--- src/rtl/uart_pkg.sv ---
// ----------------------------------------------------------------------------
// uart_pkg
// Shared definitions for the UART transmit path: frame geometry, the
// scheduler state encoding and the frame hold-off helper. The helper is a
// plain function so benches and other UART blocks can size their timing
// from the same formula as the RTL.
// ----------------------------------------------------------------------------
package uart_pkg;

    // start + 8 data + 2 stop
    localparam int UART_FRAME_BITS = 11;

    // Scheduler states kept as plain 2-bit constants so existing tooling
    // that decodes the state bus keeps working.
    typedef logic [1:0] sched_state_t;

    localparam sched_state_t ST_IDLE  = 2'd0;
    localparam sched_state_t ST_ISSUE = 2'd1;
    localparam sched_state_t ST_WAIT  = 2'd2;

    // Clocks to hold off after a tx_request pulse: one full frame at
    // (clk_div+1) clocks per bit plus a two-cycle guard.
    function automatic int frame_cycles(input int clk_div);
        return UART_FRAME_BITS * (clk_div + 1) + 2;
    endfunction

endpackage

--- src/rtl/rr_arbiter.sv ---
// ----------------------------------------------------------------------------
// rr_arbiter
// Purely combinational round-robin arbiter. The search starts one position
// after ptr and wraps modulo NUM_REQ; the first requesting index wins.
//
// Ports
//   req      in   NUM_REQ  request vector
//   ptr      in   IDX_W    index of the previous winner
//   enable   in   1        when low, no grant is produced
//   gnt      out  NUM_REQ  one-hot grant, or zero
//   gnt_idx  out  IDX_W    index of the granted requester (0 when none)
// ----------------------------------------------------------------------------
module rr_arbiter #(
    parameter int NUM_REQ = 4,
    parameter int IDX_W   = (NUM_REQ > 1) ? $clog2(NUM_REQ) : 1
) (
    input  logic [NUM_REQ-1:0] req,
    input  logic [IDX_W-1:0]   ptr,
    input  logic               enable,
    output logic [NUM_REQ-1:0] gnt,
    output logic [IDX_W-1:0]   gnt_idx
);

    logic found;
    int   cand;

    // NOTE: every signal written here gets a default before the search so
    // no path leaves a value held, which would otherwise infer a latch.
    always_comb begin
        gnt     = '0;
        gnt_idx = '0;
        found   = 1'b0;
        cand    = 0;
        // Outer loop walks priority order ptr+1, ptr+2, ...; the inner loop
        // keeps every bit select constant after unrolling.
        for (int k = 1; k <= NUM_REQ; k++) begin
            cand = int'(ptr) + k;
            if (cand >= NUM_REQ) begin
                cand = cand - NUM_REQ;
            end
            for (int i = 0; i < NUM_REQ; i++) begin
                if (enable && !found && req[i] && (cand == i)) begin
                    gnt[i]  = 1'b1;
                    gnt_idx = IDX_W'(i);
                    found   = 1'b1;
                end
            end
        end
    end

endmodule

--- src/rtl/uart_tx_scheduler.sv ---
// ----------------------------------------------------------------------------
// uart_tx_scheduler
// Shares one UART transmitter among NUM_REQ byte producers. Requesters are
// served round-robin; a requester may hold req_lock to keep the grant across
// a multi-byte message. Each accepted byte produces exactly one single-cycle
// uart_tx_request pulse, after which the block waits out the frame time
// itself because the transmitter reports no busy status.
//
// Ports
//   clk              in   1          rising-edge clock
//   reset            in   1          asynchronous active-low reset
//   req_valid        in   NUM_REQ    requester i has a byte available
//   req_data         in   8*NUM_REQ  byte of requester i at [8i+7:8i]
//   req_lock         in   NUM_REQ    requester i keeps the grant after this byte
//   req_ready        out  NUM_REQ    combinational accept, one-hot or zero
//   uart_tx_data     out  8          byte to the UART, stable between issues
//   uart_tx_request  out  1          one-cycle start pulse to the UART
//   busy             out  1          a frame is being issued or waited out
//   grant_id         out  3          index of the last accepted requester
// ----------------------------------------------------------------------------
module uart_tx_scheduler
    import uart_pkg::*;
#(
    parameter int NUM_REQ      = 4,
    parameter int CLK_RATE     = 12000000,
    parameter int BAUD_RATE    = 9600,
    parameter int CLK_DIV      = CLK_RATE / BAUD_RATE,
    parameter int FRAME_CYCLES = frame_cycles(CLK_DIV)
) (
    input  logic                   clk,
    input  logic                   reset,
    input  logic [NUM_REQ-1:0]     req_valid,
    input  logic [8*NUM_REQ-1:0]   req_data,
    input  logic [NUM_REQ-1:0]     req_lock,
    output logic [NUM_REQ-1:0]     req_ready,
    output logic [7:0]             uart_tx_data,
    output logic                   uart_tx_request,
    output logic                   busy,
    output logic [2:0]             grant_id
);

    localparam int IDX_W = (NUM_REQ > 1) ? $clog2(NUM_REQ) : 1;
    localparam int CNT_W = $clog2(FRAME_CYCLES + 1);

    // Refuse configurations the 3-bit grant_id or the bit timing cannot serve.
    if (NUM_REQ < 2 || NUM_REQ > 8) begin : g_bad_num_req
        $error("uart_tx_scheduler: NUM_REQ must be within 2..8");
    end
    if (CLK_DIV < 2 || BAUD_RATE <= 0 || CLK_RATE <= 0) begin : g_bad_clk_div
        $error("uart_tx_scheduler: CLK_DIV must be at least 2");
    end

    sched_state_t        state;
    logic [IDX_W-1:0]    rr_ptr;
    logic [IDX_W-1:0]    lock_owner;
    logic                lock_valid;
    logic [IDX_W-1:0]    grant_q;
    logic [CNT_W-1:0]    counter;

    logic [NUM_REQ-1:0]  owner_mask;
    logic [NUM_REQ-1:0]  eligible;
    logic [NUM_REQ-1:0]  gnt;
    logic [IDX_W-1:0]    win_idx;
    logic [7:0]          win_data;
    logic                lock_held;
    logic                win_lock;
    logic                arb_en;
    logic                accept;

    // ------------------------------------------------------------------
    // Lock masking. A lock only counts while its owner still drives
    // req_lock; once dropped in IDLE the round-robin search applies in the
    // same cycle. While the lock holds, the owner is the only eligible
    // requester even if it currently has nothing to send.
    // ------------------------------------------------------------------
    always_comb begin
        owner_mask = '0;
        for (int i = 0; i < NUM_REQ; i++) begin
            owner_mask[i] = (lock_owner == IDX_W'(i));
        end
    end

    assign lock_held = lock_valid && |(req_lock & owner_mask);
    assign eligible  = lock_held ? (req_valid & owner_mask) : req_valid;

    // reset is folded in so req_ready stays low while reset is asserted.
    assign arb_en = (state == ST_IDLE) && reset;

    rr_arbiter #(
        .NUM_REQ (NUM_REQ),
        .IDX_W   (IDX_W)
    ) u_rr_arbiter (
        .req     (eligible),
        .ptr     (rr_ptr),
        .enable  (arb_en),
        .gnt     (gnt),
        .gnt_idx (win_idx)
    );

    assign req_ready = gnt;
    assign accept    = |gnt;
    assign win_lock  = |(req_lock & gnt);

    always_comb begin
        win_data = '0;
        for (int i = 0; i < NUM_REQ; i++) begin
            if (gnt[i]) begin
                win_data = req_data[i*8 +: 8];
            end
        end
    end

    // ------------------------------------------------------------------
    // Control FSM and frame counter. The counter is loaded on the accept
    // edge and only counts down in WAIT, so a frame keeps the block busy
    // for one ISSUE cycle plus FRAME_CYCLES WAIT cycles.
    // ------------------------------------------------------------------
    // NOTE: state registers use non-blocking assignments so every flop
    // samples the pre-edge values regardless of statement order.
    always_ff @(posedge clk or negedge reset) begin
        if (!reset) begin
            state           <= ST_IDLE;
            uart_tx_request <= 1'b0;
            uart_tx_data    <= 8'h00;
            grant_q         <= '0;
            rr_ptr          <= IDX_W'(NUM_REQ - 1);
            lock_valid      <= 1'b0;
            lock_owner      <= '0;
            counter         <= '0;
        end else begin
            case (state)
                ST_IDLE: begin
                    if (accept) begin
                        uart_tx_data    <= win_data;
                        uart_tx_request <= 1'b1;
                        grant_q         <= win_idx;
                        rr_ptr          <= win_idx;
                        lock_valid      <= win_lock;
                        lock_owner      <= win_idx;
                        counter         <= CNT_W'(FRAME_CYCLES - 1);
                        state           <= ST_ISSUE;
                    end else if (lock_valid && !lock_held) begin
                        lock_valid <= 1'b0;
                    end
                end
                ST_ISSUE: begin
                    uart_tx_request <= 1'b0;
                    state           <= ST_WAIT;
                end
                ST_WAIT: begin
                    if (counter == '0) begin
                        state <= ST_IDLE;
                    end else begin
                        counter <= counter - 1'b1;
                    end
                end
                default: begin
                    uart_tx_request <= 1'b0;
                    state           <= ST_IDLE;
                end
            endcase
        end
    end

    assign busy     = (state == ST_ISSUE) || (state == ST_WAIT);
    assign grant_id = 3'(grant_q);

endmodule

--- config.mk ---
export PLATFORM = sky130hd
export DESIGN_NAME = uart_tx_scheduler
export DESIGN_NICKNAME = d
export VERILOG_FILES = /design/src/rtl/uart_pkg.sv /design/src/rtl/rr_arbiter.sv /design/src/rtl/uart_tx_scheduler.sv
export SDC_FILE = /design/constraint.sdc
export NUM_CORES = 1
export LEC_CHECK = 0
export BUFFER_PORTS_ARGS = -buffer_cell sky130_fd_sc_hd__buf_2
export CAP_MARGIN = 20
export CORE_MARGIN = 1
export CORE_UTILIZATION = 39
export CTS_BUF_LIST = sky130_fd_sc_hd__clkbuf_4
export DETAILED_ROUTE_END_ITERATION = 10
export HOLD_SLACK_MARGIN = 0.02
export SLEW_MARGIN = 20
export SYNTH_ARGS = -nofsm -noshare
export SYNTH_HDL_FRONTEND = slang
export SYNTH_SLANG_ARGS = --single-unit
--- constraint.sdc ---
create_clock -name clk -period 5.5 [get_ports clk]
set_input_delay 0.55 -clock clk [delete_from_list [all_inputs] [get_ports clk]]
set_output_delay 0.55 -clock clk [all_outputs]
set_load 0.02 [all_outputs]
== Word-level counts from Yosys, hierarchy flattened ==
Index checks and enable logic that the tools add are counted.

* Register bits after elaboration: 30
* Input bits: 42
* Output and inout port bits: 17
* Logic and storage cells: 192

* $add $sub $neg: 9
* $lt $le $gt $ge: 4
* Equality and inequality tests: 20
* Muxes and demuxes: 64
* Bitwise logic cells: 4
* Reductions and logical operators: 84

{| class="wikitable"
|+ Operator list
! operator !! number
|-
| $eq 32x3->1 const B || 8
|-
| $eq 32x2->1 const B || 4
|-
| $ge 32x4->1 const B || 4
|-
| $logic_not 32->1 || 4
|-
| $mux 32 || 4
|-
| $sub 32x4->32 const B || 4
|-
| $logic_and 1x1->1 || 50
|-
| $mux 1 || 34
|-
| $mux 2 || 16
|-
| $mux 8 || 4
|-
| $mux 14 || 2
|-
| $pmux 14 s2 || 1
|-
| $logic_not 1->1 || 16
|-
| $logic_not 14->1 || 1
|-
| $sub 14x1->14 const B || 1
|-
| $and 4x4->4 || 3
|-
| $reduce_or 4->1 || 3
|-
| $reduce_and 2->1 || 4
|-
| $add 2x2->3 const B || 2
|-
| $eq 2x2->1 const B || 3
|-
| $ne 2x2->1 const B || 3
|-
| $pmux 2 s3 || 1
|-
| $add 2x3->4 const B || 1
|-
| $eq 2x1->1 const B || 2
|-
| other kinds (8) || 10
|}

== Depth between registers and ports, before layout ==
* Depth after elaboration: 86
* Depth in mapped cells: 13
* Depth with buffers taken out: 11

== By module ==
A second synthesis with hierarchy kept.

* Cells, all modules: 251
* Area, all modules: 2129.5 um^2

{| class="wikitable"
|+ Modules (own cells, without submodules)
! module !! instances !! cells an instance !! area an instance (um^2)
|-
| uart_tx_scheduler || 1 || 208 || 1871.8
|-
| rr_arbiter || 1 || 43 || 257.7
|}

== Worst setup path before layout ==
OpenSTA, ideal clock, no wires.

* Kind: register to output
* Start: register state[0]
* End: output port req_ready[3]
* Arrival: 2.362 ns
* Slack: 2.588 ns
* Cell stages (with the launch flop): 11
* Cells stage by stage: dfrtp_1 inv_1 ha_1 clkbuf_1 and3_1 o2111ai_2 nand4_2 nor3_4 a2bb2oi_1 a211oi_1 clkbuf_1

* Word-level cells in the longest chain between the ends: 80
* Elaborated cells on any way between the ends: 83
* Classes of those cells: mux (19); reduce/logical (64)

{| class="wikitable"
|+ RTL lines
! item !! line !! source
|-
| start, declared || uart_tx_scheduler.sv:53 || <nowiki>sched_state_t state;</nowiki>
|-
| start signal, assigned || uart_tx_scheduler.sv:122 || <nowiki>state <= ST_IDLE;</nowiki>
|-
| start signal, assigned || uart_tx_scheduler.sv:141 || <nowiki>state <= ST_ISSUE;</nowiki>
|-
| start signal, assigned || uart_tx_scheduler.sv:148 || <nowiki>state <= ST_WAIT;</nowiki>
|-
| $logic_not 2->1 (*) || uart_tx_scheduler.sv:87 || <nowiki>assign arb_en = (state == ST_IDLE) && reset;</nowiki>
|-
| $logic_and 1x1->1 (*) || uart_tx_scheduler.sv:87 ||
|-
| $logic_and 1x1->1 (2 in series) || rr_arbiter.sv:42 || <nowiki>if (enable && !found && req[i] && (cand == i)) begin</nowiki>
|-
| $mux 1 || rr_arbiter.sv:42 ||
|-
| $logic_not 1->1 || rr_arbiter.sv:42 ||
|-
| $logic_and 1x1->1 (3 in series) || rr_arbiter.sv:42 ||
|-
| $mux 1 || rr_arbiter.sv:42 ||
|-
| $logic_not 1->1 || rr_arbiter.sv:42 ||
|-
| (+55 left out) || - ||
|-
| $logic_and 1x1->1 (3 in series) || rr_arbiter.sv:42 ||
|-
| $mux 1 || rr_arbiter.sv:42 ||
|-
| $logic_not 1->1 || rr_arbiter.sv:42 ||
|-
| $logic_and 1x1->1 (3 in series) || rr_arbiter.sv:42 ||
|-
| $mux 1 || rr_arbiter.sv:42 ||
|-
| $logic_not 1->1 || rr_arbiter.sv:42 ||
|-
| $logic_and 1x1->1 (3 in series) || rr_arbiter.sv:42 ||
|-
| $mux 1 (*) || rr_arbiter.sv:42 ||
|-
| end, declared || uart_tx_scheduler.sv:35 || <nowiki>output logic [NUM_REQ-1:0] req_ready,</nowiki>
|}

Every way passes the cells marked *; elsewhere a longest branch is shown, timed or not.

== Final worst setup path ==
* Start: register state[1]
* End: register state[0]

* Word-level cells in the longest chain between the ends: 83
* Elaborated cells on any way between the ends: 101
* Classes of those cells: eq/ne (4); mux (31); reduce/logical (66)

{| class="wikitable"
|+ RTL lines
! item !! line !! source
|-
| $logic_not 2->1 || uart_tx_scheduler.sv:87, uart_tx_scheduler.sv:131 ||
|-
| $logic_and 1x1->1 || uart_tx_scheduler.sv:87 ||
|-
| $logic_and 1x1->1 (2 in series) || rr_arbiter.sv:42 ||
|-
| $mux 1 || rr_arbiter.sv:42 ||
|-
| $logic_not 1->1 || rr_arbiter.sv:42 ||
|-
| $logic_and 1x1->1 (3 in series) || rr_arbiter.sv:42 ||
|-
| $mux 1 || rr_arbiter.sv:42 ||
|-
| $logic_not 1->1 || rr_arbiter.sv:42 ||
|-
| (+60 left out) || - ||
|-
| $logic_and 1x1->1 (3 in series) || rr_arbiter.sv:42 ||
|-
| $mux 1 || rr_arbiter.sv:42 ||
|-
| $logic_not 1->1 || rr_arbiter.sv:42 ||
|-
| $logic_and 1x1->1 (3 in series) || rr_arbiter.sv:42 ||
|-
| $mux 1 || rr_arbiter.sv:42 ||
|-
| $reduce_or 4->1 || uart_tx_scheduler.sv:101 || <nowiki>assign accept = |gnt;</nowiki>
|-
| $ne 2x2->1 (no source line) || - ||
|-
| $reduce_and 2->1 (no source line) || - ||
|}

Parallel ways exist; a longest one is shown, timed or not.
A chain may end at the register's enable or synchronous reset.

==> results.sh <==
export IMPL_final_cell_mix="buf_2 (57), dfrtp_1 (28), nand2_1 (24)"
export IMPL_multi_input_area_mm2=0.00118
export IMPL_powerDensity_mw_per_mm2=497
export IMPL_numCtsBuffers=5
export IMPL_setup_viol_count_final=0
export IMPL_leakage_uw=0.00107
export IMPL_critPathLaunchType="flop"
export IMPL_critPathMaxFanout=24
export IMPL_cts_sinks=30
export IMPL_crit_arrival_ns=3.84
export IMPL_fin_setup_tns_ns=0
export IMPL_drive_gt1_share_pct=30.2
export IMPL_hold_viol_final=0
export IMPL_synth_warnings=0
export IMPL_ios=59
export IMPL_ctsResizeCount=0
export IMPL_period_needed_ns=3.62
export IMPL_tightest_slew_ns=0.914
export IMPL_port_buffer_count=57
export IMPL_crit_path_end_kind="flop"
export IMPL_layout_nets=314
export IMPL_crit_path_max_incr_delay_ns=0.81
export IMPL_via_per_inst=5.67
export IMPL_via_count=1918
export IMPL_synth_cell_types=64
export IMPL_core_area_mm2=0.00511
export IMPL_synth_ff_type="dfrtp_1"
export IMPL_start_util_pct=40.6
export IMPL_synth_fp_nets=264
export IMPL_synth_seq_area_share_pct=36.3
export IMPL_rsz0062_at_grt="false"
export IMPL_areaGrowthSynthToFinish_pct=16.9
export IMPL_grt_overflow_total=0
export IMPL_syn_inst=217
export IMPL_dr_pass1_iters=5
export IMPL_post_cts_setup_buffer_count=0
export IMPL_crit_type="flop to flop"
export IMPL_fmax_ghz=0.276
export IMPL_async_flop_share_pct=100
export IMPL_period_share_pct=65.8
export IMPL_ys_seq_elements=30
export IMPL_maxSlewHeadroom_pct=39.0
export IMPL_cts_tree="yes"
export IMPL_slew_violations=0
export IMPL_status="finished clean"
export IMPL_final_cell_count_no_fill=338
export IMPL_place_hpwl_um=3480
export IMPL_cts_hold_buffers=0
export IMPL_avgSynthCellArea_um2=9.55
export IMPL_finalWirelength_um=4870
export IMPL_clk_latency_ns=0.33
export IMPL_clockBufferDepth=2
export IMPL_grt_max_degree=36
export IMPL_placementRows=26
export IMPL_irDropWorstVdd_v=0.000194
export IMPL_cts_root_buffer="clkbuf_4"
export IMPL_synth_edf_count=0
export IMPL_wire_per_inst_um=14.4
export IMPL_skew_ns=0.0114
export IMPL_dr_first_iter_drc_count=136
export IMPL_final_seq_area_um2=753
export IMPL_grt_pass1_vias=1701
export IMPL_antenna_found_initial=0
export IMPL_fillers=496
export IMPL_die_area_mm2=0.00561
export IMPL_path_clk_slew_ns=0.09
export IMPL_cp_cell_sequence="inv_1, ha_1, and4b_1, nand3_1, a21oi_1, nor3_4, a41oi_2, and3_1, a21boi_1, mux2_1"
export IMPL_synth_area_mm2=0.00207
export IMPL_htreeDepth=2
export IMPL_ant_nets=0
export IMPL_layout_commonest_cell="buf_2"
export IMPL_min_delay_path_class="input pin to async pin"
export IMPL_die_y_um=74.9
export IMPL_critPathRequiredTime_ns=5.72
export IMPL_dp_cells=330
export IMPL_drc=0
export IMPL_die_w_um=74.9
export IMPL_gp_congestion=0.792
export IMPL_grt_usage_pct=19.2
export IMPL_diodes=0
export IMPL_maxCapViolCount=0
export IMPL_grt_pass1_wl_um=8140
export IMPL_cpMaxStageDelayCell="and3_1"
## sequential cells by signal, indices dropped and copies added (netlist names)
signal           count
counter             14
uart_tx_data         8
grant_q              2
rr_ptr               2
state                2
lock_valid           1
uart_tx_request      1
## worst max-delay path: cells and delay by family (launching register included)
kind / cells / cell delay [ns]
fa+ha+maj: 1 / 0.43
compound gates: 3 / 0.88
buf+inv: 1 / 0.11
flops: 1 / 0.41
simple gates: 4 / 1.33
mux: 1 / 0.36
## cell type report
type,instances,area share (%)
clock inverters,1,0.155
clock buffers,7,2.17
inverters,12,1.86
well taps,70,3.61
flip-flops and latches,30,31.1
repair buffers,59,12.4
multi-input cells,159,48.7
## cell usage after synthesis, types with 3 or more instances
library cell,instances,share of area (%)
buf_2,3,0.72
o211ai_1,6,2.2
mux2i_1,4,1.9
or2_1,3,0.91
clkbuf_1,7,1.3
nand2_1,24,4.3
nand4b_1,3,1.3
dfrtp_1,28,34
o2111ai_1,3,1.3
nor2_1,9,1.6
o31ai_1,7,2.5
nand3_1,7,1.7
inv_1,12,2.2
ha_1,5,3.0
or4_1,5,1.8
a222oi_1,8,3.9
buf_6,3,1.6
a22oi_1,8,2.9
or3_1,5,1.5
o21ai_1,4,0.97
o21ai_0,7,1.7
o221ai_1,3,1.3
## kinds of logic (layout without fill, tap and decap cells)
family / Yosys count / count (layout) / synth area share, %
AND/OR/NAND/NOR: 75 / 75 / 21.2
buffers and inverters: 28 / 79 / 6.70
adder cells (fa/ha/maj): 5 / 5 / 3.02
AO/OA/AOI/OAI: 70 / 70 / 28.2
other: 1 / 1 / 0.181
multiplexers: 8 / 8 / 4.35
flip-flops: 30 / 30 / 36.3
## layer usage
layer	share of wire (%)	GRT usage (%)	routed length [um]
met1	46	26.0	2260
met2	49	31.5	2360
met3	4.3	4.55	208
met4	0.70	3.77	34
met5	0	0	0
## power breakdown
| part | internal [uW] | switching, uW | leakage (uW) |
|---|---|---|---|
| logic | 250 | 422 | 0.000684 |
| clock network | 58.9 | 71.5 | 0.0000338 |
| registers | 311 | 92.3 | 0.000353 |
| total | 620 | 586 | 0.00107 |
## metrics by stage
step | util (%) | total power, uW | instance area (um2) | hold slack [ns] | setup slack [ns]
after detailed placement | 46.3 | 1080 | 2370 | 0.473 | 1.77
after floorplan | - | 937 | 2070 | 0.254 | 2.59
final | 47.5 | 1210 | 2420 | 0.226 | 1.88
after global placement | 46.3 | 1080 | 2370 | 0.472 | 1.89
after CTS | 47.5 | 1220 | 2420 | 0.235 | 1.85
after global routing | 47.5 | 1320 | 2420 | 0.254 | 1.62
## path summary, 6_finish.rpt
kind,slack (ns),cells past startpoint,from,endpoint
max,1.88,10,state[1],state[0]
min,0.23,2,reset,counter[10]
max reg2reg,1.88,10,state[1],state[0]
min reg2reg,0.48,1,counter[3],counter[3]
max in group asynchronous,4.93,2,reset,rr_ptr[0]
min in group clk,0.44,3,req_data[19],uart_tx_data[3]
Note: power is estimated with default switching activity, not from simulation.
